--- src/rtl/gpio_bus_pkg.sv ---
// Shared types and constants for the GPIO bus arbiter: FSM states, write-enable
// encoding and the GPIO register map.
package gpio_bus_pkg;

  typedef enum logic [1:0] {
    StIdle,
    StAccess,
    StResp
  } state_e;

  // we[2] is the write strobe; we[1:0] is the access size
  localparam int unsigned WE_WR_BIT = 2;

  localparam logic [1:0] SZ_BYTE = 2'b00;
  localparam logic [1:0] SZ_HALF = 2'b01;
  localparam logic [1:0] SZ_WORD = 2'b10;

  localparam logic [11:0] REG_DFILTER = 12'h000;
  localparam logic [11:0] REG_REFCLK  = 12'h004;
  localparam logic [11:0] REG_IN      = 12'h010;
  localparam logic [11:0] REG_OUT     = 12'h020;

endpackage

--- src/rtl/gpio_bus_arbiter_if.sv ---
// Signal bundle between the two requesting masters, the arbiter and the GPIO
// register port. The arbiter takes the slave view; masters and peripheral take master.
interface gpio_bus_arbiter_if #(
  parameter int unsigned ADDR_W = 12,
  parameter int unsigned DATA_W = 32
);
  logic              m0_req;
  logic [ADDR_W-1:0] m0_addr;
  logic [2:0]        m0_we;
  logic [DATA_W-1:0] m0_wdata;
  logic [DATA_W-1:0] m0_rdata;
  logic              m0_ack;

  logic              m1_req;
  logic [ADDR_W-1:0] m1_addr;
  logic [2:0]        m1_we;
  logic [DATA_W-1:0] m1_wdata;
  logic [DATA_W-1:0] m1_rdata;
  logic              m1_ack;

  logic              p_sel;
  logic [ADDR_W-1:0] p_addr;
  logic [2:0]        p_we;
  logic [DATA_W-1:0] p_wdata;
  logic [DATA_W-1:0] p_rdata;

  modport slave (
    input  m0_req, m0_addr, m0_we, m0_wdata,
    output m0_rdata, m0_ack,
    input  m1_req, m1_addr, m1_we, m1_wdata,
    output m1_rdata, m1_ack,
    output p_sel, p_addr, p_we, p_wdata,
    input  p_rdata
  );

  modport master (
    output m0_req, m0_addr, m0_we, m0_wdata,
    input  m0_rdata, m0_ack,
    output m1_req, m1_addr, m1_we, m1_wdata,
    input  m1_rdata, m1_ack,
    input  p_sel, p_addr, p_we, p_wdata,
    output p_rdata
  );

endinterface

--- src/rtl/rr_arb2.sv ---
// Two-way picker: round-robin on ties, or m0-first when fixed is set.
// The pointer moves only when a grant is issued.
module rr_arb2 (
  input  logic       clk,
  input  logic       rst_n,
  input  logic [1:0] req,
  input  logic       en,
  input  logic       fixed,
  output logic [1:0] grant
);

  logic ptr_q, ptr_d;  // 1 = m1 wins the next tie

  always_comb begin
    grant = 2'b00;
    if (en) begin
      case (req)
        2'b01:   grant = 2'b01;
        2'b10:   grant = 2'b10;
        2'b11:   grant = (fixed || !ptr_q) ? 2'b01 : 2'b10;
        default: grant = 2'b00;
      endcase
    end
  end

  always_comb begin
    ptr_d = ptr_q;
    if (|grant) ptr_d = grant[0];
  end

  always_ff @(posedge clk or negedge rst_n) begin
    if (!rst_n) ptr_q <= 1'b0;
    else        ptr_q <= ptr_d;
  end

endmodule

--- src/rtl/gpio_bus_arbiter.sv ---
// Shares the GPIO register port between two masters; each grant becomes one
// registered single-cycle peripheral access followed by a one-cycle ack.
module gpio_bus_arbiter
  import gpio_bus_pkg::*;
#(
  parameter int unsigned ADDR_W     = 12,
  parameter int unsigned DATA_W     = 32,
  parameter bit          FIXED_PRIO = 1'b0
) (
  input logic               clk,
  input logic               rst_n,
  gpio_bus_arbiter_if.slave bus
);

  state_e            state_q, state_d;
  logic [1:0]        req, grant;
  logic              arb_en;
  logic              win_q, win_d;  // owner of the transfer in flight, 1 = m1
  logic              p_sel_q, p_sel_d;
  logic [ADDR_W-1:0] p_addr_q, p_addr_d;
  logic [2:0]        p_we_q, p_we_d;
  logic [DATA_W-1:0] p_wdata_q, p_wdata_d;
  logic [DATA_W-1:0] m0_rdata_q, m0_rdata_d, m1_rdata_q, m1_rdata_d;
  logic              m0_ack_q, m0_ack_d, m1_ack_q, m1_ack_d;
  logic [DATA_W-1:0] cap_data;

  assign req    = {bus.m1_req, bus.m0_req};
  assign arb_en = (state_q == StIdle);

  rr_arb2 u_arb (
    .clk   (clk),
    .rst_n (rst_n),
    .req   (req),
    .en    (arb_en),
    .fixed (FIXED_PRIO),
    .grant (grant)
  );

  // Writes return zero so a stale read value never leaks into a write ack
  assign cap_data = p_we_q[WE_WR_BIT] ? '0 : bus.p_rdata;

  always_comb begin
    state_d    = state_q;
    win_d      = win_q;
    p_sel_d    = p_sel_q;
    p_addr_d   = p_addr_q;
    p_we_d     = p_we_q;
    p_wdata_d  = p_wdata_q;
    m0_rdata_d = m0_rdata_q;
    m1_rdata_d = m1_rdata_q;
    m0_ack_d   = 1'b0;
    m1_ack_d   = 1'b0;
    case (state_q)
      StIdle: begin
        if (|grant) begin
          win_d     = grant[1];
          p_sel_d   = 1'b1;
          p_addr_d  = grant[1] ? bus.m1_addr  : bus.m0_addr;
          p_we_d    = grant[1] ? bus.m1_we    : bus.m0_we;
          p_wdata_d = grant[1] ? bus.m1_wdata : bus.m0_wdata;
          state_d   = StAccess;
        end
      end
      StAccess: begin
        p_sel_d   = 1'b0;
        p_addr_d  = '0;
        p_we_d    = '0;
        p_wdata_d = '0;
        if (win_q) begin
          m1_ack_d   = 1'b1;
          m1_rdata_d = cap_data;
        end else begin
          m0_ack_d   = 1'b1;
          m0_rdata_d = cap_data;
        end
        state_d = StResp;
      end
      StResp:  state_d = StIdle;
      default: state_d = StIdle;
    endcase
  end

  always_ff @(posedge clk or negedge rst_n) begin
    if (!rst_n) begin
      state_q    <= StIdle;
      win_q      <= 1'b0;
      p_sel_q    <= 1'b0;
      p_addr_q   <= '0;
      p_we_q     <= '0;
      p_wdata_q  <= '0;
      m0_rdata_q <= '0;
      m1_rdata_q <= '0;
      m0_ack_q   <= 1'b0;
      m1_ack_q   <= 1'b0;
    end else begin
      state_q    <= state_d;
      win_q      <= win_d;
      p_sel_q    <= p_sel_d;
      p_addr_q   <= p_addr_d;
      p_we_q     <= p_we_d;
      p_wdata_q  <= p_wdata_d;
      m0_rdata_q <= m0_rdata_d;
      m1_rdata_q <= m1_rdata_d;
      m0_ack_q   <= m0_ack_d;
      m1_ack_q   <= m1_ack_d;
    end
  end

  assign bus.p_sel    = p_sel_q;
  assign bus.p_addr   = p_addr_q;
  assign bus.p_we     = p_we_q;
  assign bus.p_wdata  = p_wdata_q;
  assign bus.m0_rdata = m0_rdata_q;
  assign bus.m1_rdata = m1_rdata_q;
  assign bus.m0_ack   = m0_ack_q;
  assign bus.m1_ack   = m1_ack_q;

endmodule
--- src/flat_wrapper.sv ---
// flat-port wrapper written by rule: the top's interface ports become plain ports
module gpio_bus_arbiter_flat import gpio_bus_pkg::*;
#(
  parameter int unsigned ADDR_W     = 12,
  parameter int unsigned DATA_W     = 32,
  parameter bit          FIXED_PRIO = 1'b0
)
  (clk, rst_n, bus_m0_req, bus_m0_addr, bus_m0_we, bus_m0_wdata, bus_m0_rdata, bus_m0_ack, bus_m1_req, bus_m1_addr, bus_m1_we, bus_m1_wdata, bus_m1_rdata, bus_m1_ack, bus_p_sel, bus_p_addr, bus_p_we, bus_p_wdata, bus_p_rdata);
  gpio_bus_arbiter_if #(.ADDR_W(ADDR_W), .DATA_W(DATA_W)) bus_i ();
  input logic clk;
  input logic rst_n;
  input wire logic [$bits(bus_i.m0_req)-1:0] bus_m0_req;
  input wire logic [$bits(bus_i.m0_addr)-1:0] bus_m0_addr;
  input wire logic [$bits(bus_i.m0_we)-1:0] bus_m0_we;
  input wire logic [$bits(bus_i.m0_wdata)-1:0] bus_m0_wdata;
  output wire logic [$bits(bus_i.m0_rdata)-1:0] bus_m0_rdata;
  output wire logic [$bits(bus_i.m0_ack)-1:0] bus_m0_ack;
  input wire logic [$bits(bus_i.m1_req)-1:0] bus_m1_req;
  input wire logic [$bits(bus_i.m1_addr)-1:0] bus_m1_addr;
  input wire logic [$bits(bus_i.m1_we)-1:0] bus_m1_we;
  input wire logic [$bits(bus_i.m1_wdata)-1:0] bus_m1_wdata;
  output wire logic [$bits(bus_i.m1_rdata)-1:0] bus_m1_rdata;
  output wire logic [$bits(bus_i.m1_ack)-1:0] bus_m1_ack;
  output wire logic [$bits(bus_i.p_sel)-1:0] bus_p_sel;
  output wire logic [$bits(bus_i.p_addr)-1:0] bus_p_addr;
  output wire logic [$bits(bus_i.p_we)-1:0] bus_p_we;
  output wire logic [$bits(bus_i.p_wdata)-1:0] bus_p_wdata;
  input wire logic [$bits(bus_i.p_rdata)-1:0] bus_p_rdata;
  assign bus_i.m0_req = bus_m0_req;
  assign bus_i.m0_addr = bus_m0_addr;
  assign bus_i.m0_we = bus_m0_we;
  assign bus_i.m0_wdata = bus_m0_wdata;
  assign bus_m0_rdata = bus_i.m0_rdata;
  assign bus_m0_ack = bus_i.m0_ack;
  assign bus_i.m1_req = bus_m1_req;
  assign bus_i.m1_addr = bus_m1_addr;
  assign bus_i.m1_we = bus_m1_we;
  assign bus_i.m1_wdata = bus_m1_wdata;
  assign bus_m1_rdata = bus_i.m1_rdata;
  assign bus_m1_ack = bus_i.m1_ack;
  assign bus_p_sel = bus_i.p_sel;
  assign bus_p_addr = bus_i.p_addr;
  assign bus_p_we = bus_i.p_we;
  assign bus_p_wdata = bus_i.p_wdata;
  assign bus_i.p_rdata = bus_p_rdata;
  gpio_bus_arbiter #(.ADDR_W(ADDR_W), .DATA_W(DATA_W), .FIXED_PRIO(FIXED_PRIO)) u_core (.clk(clk), .rst_n(rst_n), .bus(bus_i));
endmodule
--- config.mk ---
export PLATFORM = sky130hd
export DESIGN_NAME = gpio_bus_arbiter_flat
export DESIGN_NICKNAME = d
export VERILOG_FILES = /design/src/rtl/gpio_bus_pkg.sv /design/src/rtl/gpio_bus_arbiter_if.sv /design/src/rtl/rr_arb2.sv /design/src/rtl/gpio_bus_arbiter.sv /design/src/flat_wrapper.sv
export SDC_FILE = /design/constraint.sdc
export NUM_CORES = 1
export LEC_CHECK = 0
export BUFFER_PORTS_ARGS = -buffer_cell sky130_fd_sc_hd__buf_2
export CAP_MARGIN = 25
export CORE_MARGIN = 2
export CORE_UTILIZATION = 46
export CTS_CLUSTER_DIAMETER = 100
export DETAILED_ROUTE_END_ITERATION = 7
export HOLD_SLACK_MARGIN = 0.02
export PLACE_DENSITY_LB_ADDON = 0.05
export SLEW_MARGIN = 40
export SYNTH_ARGS = -nofsm -noshare
export SYNTH_HDL_FRONTEND = slang
export SYNTH_HIERARCHICAL = 1
export SYNTH_SLANG_ARGS = --single-unit
export TNS_END_PERCENT = 10
--- constraint.sdc ---
create_clock -name clk -period 2.5 [get_ports clk]
set_input_delay 0.25 -clock clk [delete_from_list [all_inputs] [get_ports clk]]
set_output_delay 0.25 -clock clk [all_outputs]
set_load 0.03 [all_outputs]
* Word level (Yosys, flattened, before mapping)
Cells that the tools add are included.
Word-level totals: flip-flop bits (word level) 118, latch bits 0, memory bits (writable) 0, bits in read-only memories 0, word-level logic and storage cells 45, memories 0
Cells by class: add/subtract/negate cells 0, multiply operators 0, divide/modulo/power cells 0, $lt $le $gt $ge 0, equality and inequality tests 5, shifts and indexed selects 0, mux-type cells 21, bitwise gates (word level) 1, reductions and logical operators 7
Operators with widths (count):
- $mux 32 | 3
- $pmux 32 s2 | 1
- $mux 12 | 2
- $pmux 12 s2 | 1
- $reduce_and 2->1 | 4
- $mux 2 | 3
- $mux 3 | 2
- $pmux 2 s3 | 1
- $pmux 3 s2 | 1
- $mux 1 | 5
- $eq 2x1->1 const B | 2
- $eq 2x2->1 const B | 2
- $pmux 2 s2 | 1
- $logic_not 2->1 | 1
- $ne 2x2->1 const B | 1
- $pmux 1 s2 | 1
- $reduce_bool 2->1 | 1
- $reduce_or 2->1 | 1
- $not 1->1 | 1

* Longest topological paths before layout
depth after elaboration 6, mapped depth 9

* By module
Netlist, hierarchy kept.
By module, submodules not included:
- gpio_bus_arbiter | instances 1, cells each 420, area an instance 4907.2 um^2, sequential area each 2927.8 um^2
- rr_arb2 | instances 1, cells each 8, area an instance 73.8 um^2, sequential area each 25.0 um^2

* Worst setup path before layout
Ideal clock, no wire load.
path kind register -> register, start register u_core.state_q[1], end register u_core.p_wdata_q[10], in the netlist u_core/bus.p_wdata[10], arrival time 1.674 ns, path slack 0.702 ns, stages on the path, launching flop included 9, path buffers 3, clock period less this slack 1.798 ns, path through dfrtp_1 > nor2_1 > nand2_1 > a21oi_1 > clkbuf_2 > buf_4 > buf_2 > mux2i_1 > o2bb2ai_1
Between the ends: word-level cells in the longest chain between the ends 5
Ends and longest elaborated chain:
- start, declared | line gpio_bus_arbiter.sv:15 | state_e state_q, state_d;
- start signal, assigned | line gpio_bus_arbiter.sv:85 | state_q <= StIdle;
- start signal, assigned | line gpio_bus_arbiter.sv:96 | state_q <= state_d;
- $logic_not 2->1 (*) | line gpio_bus_arbiter.sv:28 | assign arb_en = (state_q == StIdle);
- named net u_core.arb_en | line gpio_bus_arbiter.sv:17 | logic arb_en;
- $mux 2 (*) | line rr_arb2.sv:16 | if (en) begin
- named net u_core.grant[1] | line gpio_bus_arbiter.sv:16 | logic [1:0] req, grant;
- $mux 32 or $reduce_or 2->1 (tied branches) | line gpio_bus_arbiter.sv:60, gpio_bus_arbiter.sv:55
- $mux 32 or $ne 2x2->1 (tied branches)
- $pmux 32 s2 or $reduce_and 2->1 (tied branches)
- end signal, assigned | line gpio_bus_arbiter.sv:101 | p_wdata_q <= p_wdata_d;
- end, declared | line gpio_bus_arbiter.sv:22 | logic [DATA_W-1:0] p_wdata_q, p_wdata_d;
The timed path passes the listed nets; every way through them passes the cells marked *. The select of a mux whose other input is x is not followed. A chain may end at the register's enable or synchronous reset.

* Worst setup path after layout
start register u_core.state_q[0], end register u_core.p_addr_q[10], in the netlist u_core/bus.p_addr[10]
Between the ends: word-level cells in the longest chain between the ends 5
Ends and longest elaborated chain:
- $logic_not 2->1 (*) | line gpio_bus_arbiter.sv:28
- named net u_core.arb_en | line gpio_bus_arbiter.sv:17
- $mux 2 (*) | line rr_arb2.sv:16
- named net u_core.grant[1] | line gpio_bus_arbiter.sv:16
- $mux 12 or $reduce_or 2->1 (tied branches) | line gpio_bus_arbiter.sv:58, gpio_bus_arbiter.sv:55
- $mux 12 or $ne 2x2->1 (tied branches)
- $pmux 12 s2 or $reduce_and 2->1 (tied branches)
- end signal, assigned | line gpio_bus_arbiter.sv:99 | p_addr_q <= p_addr_d;
- end, declared | line gpio_bus_arbiter.sv:20 | logic [ADDR_W-1:0] p_addr_q, p_addr_d;
Marked as above.

==> reports/metrics.yaml <==
cells_and_area:
  design_area_um2: 7990
  fin_cells: 921
  area_delta_synth_final_pct: 60.3
  n_antenna_cell: 0
  fin_nets: 903
  layout-drive-gt1-share_pct: 37.2
  finish.utilization_pct: 76.7
synth:
  synthArstFlopShare_pct: 100
  yosysMostFrequentCell: "dfrtp_1"
  syn_area_per_cell_um2: 11.6
  synthDistinctLibCells: 24
  synth_top_area_share_pct: 59.3
  synth_ff_type: "dfrtp_1"
  syn_inst: 428
  ys_top_cells_by_count: "dfrtp_1, nand2_1, mux2i_1, o2bb2ai_1, o21ai_0"
  yosysWarnings: 6
  yosys_register_bits: 118
  synth-edff-count: 0
  synthTopCellsByArea: "dfrtp_1, mux2i_1, o2bb2ai_1"
  syn_area_um2: 4980
  yosysTopAreaCell: "dfrtp_1"
  seq_area_frac_synth_pct: 59.3
pwr:
  p_leak_nw: 4.03
  ir_drop_mv: 0.712
  seqPwrFrac_pct: 30.2
  power.switching_mw: 4.49
  p_comb_share_pct: 45.2
  power_density_nw_per_um2: 1330
  p_int_mw: 6.09
  sw_frac_of_total_pct: 42.5
  clkPwrFrac_pct: 24.6
  finalPower_mw: 10.6
global_route:
  grt_util_all_layers_pct: 26.9
  antenna_found_initial: 0
  grt_max_degree: 119
  grt_pass1_wl_um: 24100
  grt_overflow: 0
  grt_pass1_vias: 4804
detailed_routing:
  drt_iter0_markers: 363
  drt-total-wl_um: 15200
  vias: 4577
  ant_nets: 0
  viasPerCell: 4.97
  drt_pass1_iterations: 4
  drcViolationCount: 0
  wire_per_inst_um: 16.5
floorplan:
  dieArea_um2: 11700
  core_area_um2: 10400
  ios: 244
  die_w_um: 108
  start_util_pct: 47.8
  die_h_um: 108
  rows: 37
critical_path:
  criticalPathCategory: "reg -> reg"
  start_kind: "flop"
  worstPathArrival_ns: 2.70
  crit_path_end_kind: "flop"
  cp_data_required_time_ns: 2.88
  crit_path_max_fanout: 48
placement:
  io_buffers: 243
  place_area_um2: 6280
  dp_hpwl_um: 8890
  placed_cells: 783
  gp_congestion: 0.759
  place_ws_ns: 0.208
clocking:
  clkLatencyLatePin_ns: 0.51
  clock-sinks: 118
  cts_tree: "yes"
  clock_path_buffers: 2
  h-tree-depth: 4
  cts_made_buffers: 17
  clk_pin_slew_ns: 0.06
  cts_root_buf: "clkbuf_8"
  cts_setup_buffers: 0
sta:
  worstMarginPinSlew_ns: 0.815
  slew_violations: 0
  setup_viol: 0
  rsz0062_at_grt: "false"
  clock_skew_ns: 0.00632
  finalHoldViolCount: 0
  hold_ws_ns: 0.0405
  fmax_mhz: 431
  fin_ws_ns: 0.179
  min_period_ns: 2.32
  setup_tns_ns: 0
  post-route-period-util_pct: 92.8
  slew_headroom_pct: 45.7
hold_path:
  hp-class: "in -> reg"
run_status:
  outcome: "complete, no violations"
run:
  drv_cap: 0
registers in the layout (all words and copies together) (netlist names), 2 cells and up:
register / flops
u_core/bus.p_we: 3
u_core/bus.m1_rdata: 32
u_core/bus.m0_rdata: 32
u_core/state_q: 2
u_core/bus.p_addr: 12
u_core/bus.p_wdata: 32
power groups by stage:
stage / Clock, mW / Combinational (mW) / Sequential (mW)
final: 2.60 / 4.78 / 3.20
after global routing: 2.73 / 5.11 / 3.30
after CTS: 2.64 / 4.77 / 3.19
after detailed placement: 0 / 4.64 / 3.19
after global placement: 0 / 4.46 / 3.18
after floorplan: 0 / 1.76 / 4.72
area by class of cell:
class	count	area [um2]
Clock buffer	23	467
Clock inverter	8	170
Fill cell	698	2430
Inverter	5	18.8
Multi-Input combinational cell	273	1820
Sequential cell	118	2950
Tap cell	136	170
Timing Repair Buffer	358	2390
worst max-delay path, stage by stage, from the launching register on:
cell       delay (ns)
dfrtp_1          0.45
nor2_1           0.30
nand2_1          0.17
a21oi_4          0.14
buf_4            0.66
mux2i_1          0.36
o2bb2ai_1        0.09
worst paths after layout:
| kind | from | endpoint | slack [ns] | depth (start not counted) |
|---|---|---|---|---|
| min in group asynchronous | rst_n | u_core/bus.m1_rdata[14] | 0.34 | 3 |
| hold reg to reg | u_core/bus.m0_rdata[14] | u_core/bus.m0_rdata[14] | 0.47 | 2 |
| setup / recovery | u_core/state_q[0] | u_core/bus.p_addr[10] | 0.18 | 6 |
| max in group asynchronous | rst_n | u_core/bus.m0_rdata[1] | 1.66 | 3 |
| hold / removal | bus_m1_addr[4] | u_core/bus.p_addr[4] | 0.04 | 3 |
| setup reg to reg | u_core/state_q[0] | u_core/bus.p_addr[10] | 0.18 | 6 |
kinds of logic after synthesis:
group | count (synthesis) | share of synthesized area (%)
compound gates | 117 | 16.4
buf+inv | 38 | 4.67
flops | 118 | 59.3
mux | 48 | 9.67
other cells | 1 | 0.0753
simple gates | 106 | 9.92
what timing repair did:
item                                    4_1_cts  5_1_grt
endpoints found under the setup margin        0        0
hold endpoints to repair                    212        0
gates resized for setup                       0        0
hold buffers                                107        0
placed cells by master (no fill, tap or decap), types with 2 or more instances in the layout:
cell type | netlist | routed
clkbuf_8 | 0 | 4
buf_2 | 14 | 242
o2bb2ai_1 | 47 | 47
bufinv_16 | 0 | 5
a22o_1 | 2 | 2
dfrtp_1 | 118 | 118
clkbuf_1 | 7 | 3
o21ai_0 | 35 | 35
nand2b_1 | 33 | 33
buf_8 | 0 | 2
conb_1 | 1 | 2
buf_12 | 0 | 2
buf_4 | 3 | 5
clkinvlp_4 | 0 | 2
nand2_1 | 67 | 67
mux2i_1 | 47 | 47
clkbuf_16 | 0 | 16
nor2_1 | 2 | 2
o21ai_2 | 11 | 10
o21ai_1 | 19 | 19
dlygate4sd3_1 | 0 | 107
inv_1 | 5 | 5
metal layers:
metal / global-route usage (%) / wire, um / part of all wire, % / up-vias
li1: - / - / - / 2178
met1: 32.3 / 6110 / 40 / 2148
met2: 44.3 / 7470 / 49 / 213
met3: 8.38 / 1110 / 7.3 / 38
met4: 12.4 / 467 / 3.1 / 0
met5: 0 / 0 / 0 / -
Power figures use the tool's default switching activity.
